File: src/rtl/spi_burst_feed_fsm.sv
// spi_burst_feed_fsm: feeds a counted burst of input-buffer words to an SPI master, one word per request edge
module spi_burst_feed_fsm #(
  parameter int BURST_W = 16
) (
  input  logic               i_clk,
  input  logic               i_rst_n,
  input  logic               i_start,
  input  logic [BURST_W-1:0] i_burst_count,
  input  logic               i_spi_word_req,
  input  logic [BURST_W-1:0] i_inbuf_dat,
  output logic               o_busy,
  output logic               o_inbuf_re,
  output logic [BURST_W-1:0] o_inbuf_addr,
  output logic [BURST_W-1:0] o_spi_input_data,
  output logic               o_spi_data_valid,
  output logic               o_done
);
  typedef enum logic [2:0] {S_IDLE, S_FETCH, S_WAIT_DATA, S_WAIT_REQ, S_DONE} state_t;
  localparam logic [BURST_W-1:0] ONE = 1;
  state_t             state;
  logic [2:0]         req_sync;
  logic [BURST_W-1:0] burst;
  logic [BURST_W-1:0] cnt;
  logic [BURST_W-1:0] hold;
  logic               pending;
  logic               req_edge;
  assign req_edge = req_sync[1] & ~req_sync[2];
  // bring the asynchronous word request into the clock domain
  always_ff @(posedge i_clk or negedge i_rst_n)
    if (!i_rst_n) req_sync <= '0;
    else req_sync <= {req_sync[1:0], i_spi_word_req};
  // burst sequencer; strobes default low so each assertion lasts one cycle
  always_ff @(posedge i_clk or negedge i_rst_n)
    if (!i_rst_n) begin
      state            <= S_IDLE;
      burst            <= '0;
      cnt              <= '0;
      hold             <= '0;
      pending          <= 1'b0;
      o_busy           <= 1'b0;
      o_inbuf_re       <= 1'b0;
      o_inbuf_addr     <= '0;
      o_spi_input_data <= '0;
      o_spi_data_valid <= 1'b0;
      o_done           <= 1'b0;
    end else begin
      o_inbuf_re       <= 1'b0;
      o_spi_data_valid <= 1'b0;
      o_done           <= 1'b0;
      case (state)
        S_IDLE: begin
          pending <= 1'b0;
          if (i_start) begin
            burst        <= i_burst_count;
            o_busy       <= 1'b1;
            o_inbuf_addr <= '0;
            state        <= (i_burst_count == '0) ? S_DONE : S_FETCH;
          end
        end
        S_FETCH: begin
          o_inbuf_re <= 1'b1;
          if (req_edge) pending <= 1'b1;
          state <= S_WAIT_DATA;
        end
        S_WAIT_DATA: begin
          if (req_edge) pending <= 1'b1;
          if (!o_inbuf_re) begin
            hold  <= i_inbuf_dat;
            state <= S_WAIT_REQ;
          end
        end
        S_WAIT_REQ: begin
          if (req_edge || pending) begin
            o_spi_input_data <= hold;
            o_spi_data_valid <= 1'b1;
            cnt              <= cnt + ONE;
            pending          <= 1'b0;
            if (cnt >= burst - ONE) state <= S_DONE;
            else begin
              o_inbuf_addr <= o_inbuf_addr + ONE;
              state        <= S_FETCH;
            end
          end
        end
        S_DONE: begin
          o_done       <= 1'b1;
          o_busy       <= 1'b0;
          cnt          <= '0;
          o_inbuf_addr <= '0;
          pending      <= 1'b0;
          state        <= S_IDLE;
        end
        default: state <= S_IDLE;
      endcase
    end
endmodule

File: config.mk
export PLATFORM = sky130hd
export DESIGN_NAME = spi_burst_feed_fsm
export DESIGN_NICKNAME = d
export VERILOG_FILES = /design/src/rtl/spi_burst_feed_fsm.sv
export SDC_FILE = /design/constraint.sdc
export NUM_CORES = 1
export LEC_CHECK = 0
export ABC_AREA = 1
export CAP_MARGIN = 10
export CELL_PAD_IN_SITES_DETAIL_PLACEMENT = 1
export CELL_PAD_IN_SITES_GLOBAL_PLACEMENT = 1
export CORE_AREA = 2 2 186 97
export CTS_BUF_LIST = sky130_fd_sc_hd__clkbuf_2 sky130_fd_sc_hd__clkbuf_4 sky130_fd_sc_hd__clkbuf_8
export CTS_CLUSTER_DIAMETER = 120
export DETAILED_ROUTE_END_ITERATION = 10
export DIE_AREA = 0 0 188 99
export PLACE_DENSITY_LB_ADDON = 0.1
export SLEW_MARGIN = 15
export SYNTH_ARGS = -nofsm -noshare
export SYNTH_HDL_FRONTEND = slang
export SYNTH_SLANG_ARGS = --single-unit
File: constraint.sdc
create_clock -name i_clk -period 3.9 [get_ports i_clk]
set_clock_uncertainty 0.15 [all_clocks]
set_input_delay 0.39 -clock i_clk [delete_from_list [all_inputs] [get_ports i_clk]]
set_output_delay 0.39 -clock i_clk [all_outputs]
set_load 0.03 [all_outputs]
[After elaboration in Yosys (flattened, before gate mapping)]
Index checks and enable logic that the tools add are counted.
Storage, ports and cells
  flip-flop bits (word level): 91
  input bits: 36
  output and inout bits: 36
  word-level logic and storage cells: 66
Operators by class
  add/sub/neg operators: 3
  magnitude comparators: 1
  eq/ne operators: 9
  multiplexer cells: 21
  bitwise operators: 3
  reductions and logical operators: 17
Operator list (number)
  2-to-1 mux 16 bit: 4
  case mux 16 bit (3 select lines): 1
  adder 16 x 1 -> 16 bit (second input constant): 2
  case mux 16 bit (2 select lines): 1
  >= comparator 16 bit: 1
  logical NOT 16 bit: 1
  subtractor 16 x 1 -> 16 bit (second input constant): 1
  2-to-1 mux 3 bit: 5
  case mux 3 bit (4 select lines): 1
  AND reduction 2 bit: 5
  != test 2 bit (second input constant): 4
  2-to-1 mux 1 bit: 7
  == test 3 x 2 -> 1 bit (second input constant): 2
  AND reduction 3 bit: 2
  nonzero test 3 bit: 2
  AND reduction 4 bit: 1
  nonzero test 2 bit: 2
  OR reduction 2 bit: 2
  == test 3 x 1 -> 1 bit (second input constant): 1
  == test 3 bit (second input constant): 1
  logical NOT 3 bit: 1
  case mux 1 bit (3 select lines): 1
  != test 2 x 1 -> 1 bit (second input constant): 1
  NOT 1 bit: 2
  other kinds (3): 3

[Logic depth before layout (Yosys ltp)]
Gate-level depths: netlist of run 1.
  word-level depth: 5
  depth in mapped cells: 20
  mapped depth without buffers: 19

[Least setup slack after synthesis of run 1]
No wires, ideal clock.
  path type: reg-to-reg
  start point: register burst[0]
  end point: register o_inbuf_addr[3]
  setup time: 119 ps
  data arrival time: 2474 ps
  data required time: 3631 ps
  slack: 1158 ps
  stages on the path, launching flop included: 19
  path buffers: 1
  clock period less this slack: 2742 ps
  cell sequence: dfrtp_1 > inv_1 > ha_1 > inv_1 > or2_1 > nor3_2 > nand3b_1 > xnor2_1 > inv_1 > ha_1 > nand2_1 > o21ai_0 > a21oi_1 > nand2_1 > nand2_2 > nand2_4 > buf_6 > nand2_1 > nand2_1
On the way
  word-level cells in the longest chain between the ends: 4
Ends and longest elaborated chain
  from (decl): line 22  | logic [BURST_W-1:0] burst;
  from (signal assigned): line 54  | burst <= i_burst_count;
  subtractor 16 x 1 -> 16 bit: line 78  | if (cnt >= burst - ONE) state <= S_DONE;
  >= comparator 16 bit: line 78
  != test 2 bit (no line)
  AND reduction 4 bit (no line)
  to (signal assigned): line 80  | o_inbuf_addr <= o_inbuf_addr + ONE;
  to (decl): line 13  | output logic [BURST_W-1:0] o_inbuf_addr,
No other way between the ends.
A chain may end at the register's enable or synchronous reset.

[Worst setup path after layout of run 1]
  start point: register burst[2]
  end point: register o_inbuf_addr[2]
The elaborated chain is that of the path after synthesis.

==> flow_summary.toml, run 1 <==
[logic_synthesis]
synth_cell_types = 35
syn-instance-count = 613
synth-compound-area-share_pct = 6.08
synth.area.mux_share_pct = 3.99
synthesis.nets = 668
synth_top_family_by_area = "simple AND/OR/NAND/NOR gates"
synth_area_leaders = "dfrtp_1 (46%), nand2_1 (13%), inv_1 (5.2%)"
synth_top_area_cell = "dfrtp_1"
yosysTopAreaCellShare_pct = 45.7
synth_simple_gate_area_share_pct = 27.4
syn_area_sq_um = 4980
syn_avg_cell_area_sq_um = 8.13
synth_fa_ha_area_share_pct = 4.77
yosysWarningCount = 0
synth-seq-cells = 91
yosysSeqAreaShare_pct = 45.7
synth_xor_area_share_pct = 4.57

[setup_path]
cp_num_buf_inv = 1
rr_worst_depth = 17
cpMostUsedCell = "nand2_1"
slowest_delay_ns = 0.43
crit_type = "flip-flop to flip-flop"
slowest_stage = "dfrtp_1"
cp.depth = 17
cp_cell_sequence = "nor2_1, nand3_1, nor2_1, nand3_1, nor2_1, nand2_1, xnor2_1, inv_1, ha_1, a21oi_1, o21ai_0, a21oi_1, nand2_1, nand2_2, nand2_4, nand2_1, nand2_1"
cp-start-kind = "flip-flop"
crit_required_ns = 4.00
endpoint_kind = "flip-flop"
cp_top_family = "simple AND/OR/NAND/NOR gates"
path_max_fanout = 18
cp.arrival_ns = 3.42

[layout]
final_cell_mix = "nand2_1 (170), dfrtp_1 (91), clkdlybuf4s50_1 (70)"
multiInputGateArea_sq_um = 2330
regArea_sq_um = 2280
layout.nets = 739
fillCellCount = 2068
layout_commonest_cell = "nand2_1"
antenna_cells = 0
syn_to_final_growth_pct = 22.8
drive_above_1_share_pct = 7.69
stdcell_area_sq_um = 6110

[die]
die_x_um = 188
start_util_pct = 29.3
fp.dieH_um = 99
dieArea_sq_um = 18600
io_pins = 72
core_area_sq_um = 17000
rows = 34

[power_and_ir_drop]
ir_drop_mv = 0.193
leakagePower_nw = 2.84
power-per-cell-area_nw_per_um2 = 656
power.total_mw = 4.01

[global_routing]
grt-ovfl-total = 0
grt_usage_pct = 16.0
antenna_found_initial = 0
grt_pass1_wl_um = 23600
grt_pass1_vias = 4367
grt_max_degree = 71

[detailed_routing]
wl_per_cell_um = 15.0
ant_nets = 0
drt_iter0_drc = 146
wirelength_um = 13900
drc_errors = 0
drt_first_pass_iters = 4
vias_per_cell = 4.53
vias = 4179

[sta]
hold_viol = 3
finalHoldWorstSlack_ns = -0.0108
rsz0062_at_grt = "false"
worstMarginPinSlew_ns = 1.02
drv_slew = 0
setup-tns-final_ns = 0
relSlewSlack_pct = 31.8
min_period_ns = 3.32
fin_ws_ns = 0.578
timing.final.crit_share_pct = 85.2
setup_violations = 0
max_clock_freq_mhz = 301

[worst_hold_path]
holdCritPathClass = "primary input to async pin"

[run_status]
violations = "negative hold slack"
status = "finished, violations left"

[clock_network]
hold_buffers = 0
clkLatencyLatePin_ns = 0.37
h-tree-depth = 3
numClockSinks = 91
cts_tree = "yes"
clkTransAtPathRegs_ns = 0.11
cts_resized = 0
clock_path_buffers = 2
cts_inserted_buffers = 9
ctsRootBufferMaster = "clkbuf_8"
cts_setup_buffers = 0

[placement]
dp_hpwl_um = 10500
dpl_cell_area_sq_um = 5910
place.gp.congestion = 0.770
portBuffers = 71
pre_cts_slack_ns = 0.550

[job]
drv_cap = 0
routing by layer:
metal	wire (um)	global-route usage (%)	up-vias
met5	0	0	-
met4	67	2.73	0
met3	467	3.31	6
met2	5160	21.3	72
met1	8170	26.0	1990
li1	-	-	2111
cells by family after synthesis:
logic type | after synthesis
xor+xnor | 26
buf+inv | 88
mux | 15
compound gates | 58
simple gates | 316
fa+ha+maj | 19
flops | 91
worst register-to-register path: stages (launching register included):
cell	delay, ns
dfrtp_1	0.43
nor2_1	0.16
nand3_1	0.14
nor2_1	0.24
nand3_1	0.11
nor2_1	0.19
nand2_1	0.09
xnor2_1	0.14
inv_1	0.05
ha_1	0.28
a21oi_1	0.16
o21ai_0	0.10
a21oi_1	0.16
nand2_1	0.09
nand2_2	0.30
nand2_4	0.22
nand2_1	0.11
nand2_1	0.06
cell usage after synthesis:
cell type,instances
a21boi_0,2
a21oi_1,18
and2_1,1
buf_12,1
buf_2,6
buf_4,1
buf_6,2
clkbuf_1,4
clkinv_1,1
dfrtp_1,91
ha_1,19
inv_1,69
inv_2,4
mux2_2,7
mux2_4,8
nand2_1,170
nand2_2,2
nand2_4,1
nand3_1,35
nand3b_1,1
nand4_1,18
nor2_1,61
nor2_2,5
nor2_4,2
nor3_1,12
nor3_2,2
nor4_1,3
o21ai_0,35
o21ai_1,1
o21ai_2,1
o22a_1,1
or2_1,2
or2_2,1
xnor2_1,9
xor2_1,17
state kept, by name, indices dropped and copies added, names as in the netlist, 3 cells and up:
name and cells:
cnt 16, o_inbuf_addr 16, hold 16, state 3, burst 16, req_sync 3, o_spi_input_data 16
layout make-up:
cell class / instances / area share [%]
Timing Repair Buffer: 74 / 12.0
Inverter: 74 / 4.54
Multi-Input combinational cell: 434 / 38.1
Clock inverter: 7 / 1.33
Clock buffer: 9 / 2.03
Tap cell: 234 / 4.79
Sequential cell: 91 / 37.2
stage by stage:
| stage | utilization (%) | std cells |
|---|---|---|
| floorplan | - | 613 |
| global placement | 34.8 | 907 |
| detailed placement | 34.8 | 907 |
| CTS | 36.0 | 923 |
| global route | 36.0 | 923 |
| finish | 36.0 | 923 |
where the power goes:
part,switching [mW],internal [mW],total [mW]
logic,1.11,0.730,1.84
registers,0.265,1.24,1.51
clock network,0.402,0.256,0.658
final timing paths:
kind	start	endpoint	slack (ns)
min	i_rst_n	burst[6]	-0.01
max	burst[2]	o_inbuf_addr[2]	0.58
min reg2reg	req_sync[0]	req_sync[1]	0.21
max in group asynchronous	i_rst_n	hold[3]	2.73
min in group i_clk	req_sync[0]	req_sync[1]	0.21
max reg2reg	burst[2]	o_inbuf_addr[2]	0.58
No activity file was read; power rests on OpenSTA's default activity.
==> run 2, diff against run 1 <==
--- a/config.mk
+++ b/config.mk
@@ -16,2 +16,3 @@
 export DIE_AREA = 0 0 188 99
+export HOLD_SLACK_MARGIN = 0.08
 export PLACE_DENSITY_LB_ADDON = 0.1
==> constraint.sdc (replaced) <==
create_clock -name i_clk -period 3.9 [get_ports i_clk]
set_clock_uncertainty 0.15 [all_clocks]
set_input_delay 0.78 -clock i_clk [delete_from_list [all_inputs] [get_ports i_clk]]
set_output_delay 0.78 -clock i_clk [all_outputs]
set_load 0.03 [all_outputs]
==> flow_summary.toml, run 2 (synthesis gave the netlist of run 1 again) <==
[die]
start_util_pct = 29.3
rows = 34
fp.dieH_um = 99
core_area_sq_um = 17000
io_pins = 72
die_x_um = 188
dieArea_sq_um = 18600

[global_routing]
grtUsageMet3_pct = 4.24
top_usage_layer = "met1"
grt_usage_pct = 16.5
grt_pass1_wl_um = 24000
grt_pass1_vias = 4363
antenna_found_initial = 0
grt_use_met2_pct = 21.9
use_met1_pct = 26.4
grt-ovfl-total = 0
grt_max_degree = 53

[setup_path]
slowest_stage = "dfrtp_1"
slowest_delay_ns = 0.43
cp.arrival_ns = 3.47
crit_type = "flip-flop to flip-flop"
crit_required_ns = 4.03
cp_top_family = "simple AND/OR/NAND/NOR gates"
cp-start-kind = "flip-flop"
cp_num_buf_inv = 1
cp_cell_sequence = "nor2_1, nand3_1, nor2_1, nand3_1, nor2_1, xor2_1, inv_1, ha_1, a21oi_1, o21ai_0, a21oi_1, nand2_1, nand2_2, nand2_4, nand2_1, nand2_1"
path_max_fanout = 18
endpoint_kind = "flip-flop"

[sta]
rsz0062_at_grt = "false"
drv_slew = 0
hold_viol = 0
max_clock_freq_mhz = 299
fin_ws_ns = 0.559
worstMarginPinSlew_ns = 1.00
setup_violations = 0
timing.final.crit_share_pct = 85.7
min_period_ns = 3.34
setup-tns-final_ns = 0
relSlewSlack_pct = 33.1
finalHoldWorstSlack_ns = 0.214

[clock_network]
h-tree-depth = 3
hold_buffers = 0
ctsRootBufferMaster = "clkbuf_8"
numClockSinks = 91
clock_path_buffers = 2
cts_inserted_buffers = 9
cts_tree = "yes"
clkTransAtPathRegs_ns = 0.09
clkLatencyLatePin_ns = 0.38
cts_resized = 0
cts_setup_buffers = 0

[layout]
drive_above_1_share_pct = 7.96
antenna_cells = 0
layout_commonest_cell = "nand2_1"
fin_cells = 925
layout.nets = 741
final_cell_mix = "nand2_1 (170), dfrtp_1 (91), clkdlybuf4s50_1 (70)"
syn_to_final_growth_pct = 23.5

[power_and_ir_drop]
power-per-cell-area_nw_per_um2 = 671
ir_drop_mv = 0.214
leakagePower_nw = 2.86

[placement]
dp_hpwl_um = 10900
portBuffers = 71
pre_cts_slack_ns = 0.536
placed_cells = 909
place.gp.congestion = 0.774

[detailed_routing]
drt_first_pass_iters = 4
vias = 4210
wl_per_cell_um = 15.4
drc_errors = 0
wirelength_um = 14300
vias_per_cell = 4.55
drt_iter0_drc = 171
ant_nets = 0

[run_status]
status = "completed"

[worst_hold_path]
holdCritPathClass = "flip-flop to flip-flop"

[job]
drv_cap = 0
[run 2: changes by cell type in the layout (fill, tap and decap cells not counted)]
| cell | change |
|---|---|
| buf_4 | +2 |
| bufinv_16 | +2 |
| clkbuf_4 | +1 |
| clkinv_4 | -2 |
| clkinv_8 | -2 |
| clkinvlp_4 | +1 |
| inv_6 | +1 |
| inv_8 | -1 |
[run 2: stage by stage]
stage	area [sq um]	power, mW	util, %
after floorplan	4980	2.80	-
after global placement	5920	3.33	34.9
after detailed placement	5920	3.42	34.9
after CTS	6150	4.20	36.2
after global routing	6150	4.50	36.2
final	6150	4.13	36.2
[run 2: power by group]
group          internal [mW]  switching, mW
Sequential              1.24          0.265
Clock                  0.377          0.372
Combinational          0.732           1.13
[run 2: per-layer routing]
metal  wire, um  up-vias
met1       8310     2028
met2       5360       61
li1           -     2113
met4        104        0
met3        505        8
met5          0        -
[run 2: worst register-to-register path, cell delays in order (launching register included)]
cell	delay [ns]
dfrtp_1	0.43
nor2_1	0.14
nand3_1	0.14
nor2_1	0.22
nand3_1	0.12
nor2_1	0.20
xor2_1	0.21
inv_1	0.07
ha_1	0.31
a21oi_1	0.15
o21ai_0	0.12
a21oi_1	0.19
nand2_1	0.09
nand2_2	0.30
nand2_4	0.22
nand2_1	0.12
nand2_1	0.05
[run 2: layout make-up]
type,instances,area (sq um)
fillers,2016,10800
multi-input cells,434,2330
flip-flops and latches,91,2280
repair buffers,76,746
well taps,234,293
inverters,74,278
clock buffers,10,131
clock inverters,6,96.3
[run 2: path summary, 6_finish.rpt]
| kind | startpoint | end | slack [ns] | cells past startpoint |
|---|---|---|---|---|
| max in group asynchronous | i_rst_n | cnt[13] | 2.54 | 2 |
| worst max register to register | burst[2] | o_inbuf_addr[12] | 0.56 | 16 |
| min in group asynchronous | i_rst_n | o_done | 0.28 | 1 |
| worst min register to register | req_sync[0] | req_sync[1] | 0.21 | 0 |
| worst min-delay path | req_sync[0] | req_sync[1] | 0.21 | 0 |
| worst max-delay path | burst[2] | o_inbuf_addr[12] | 0.56 | 16 |
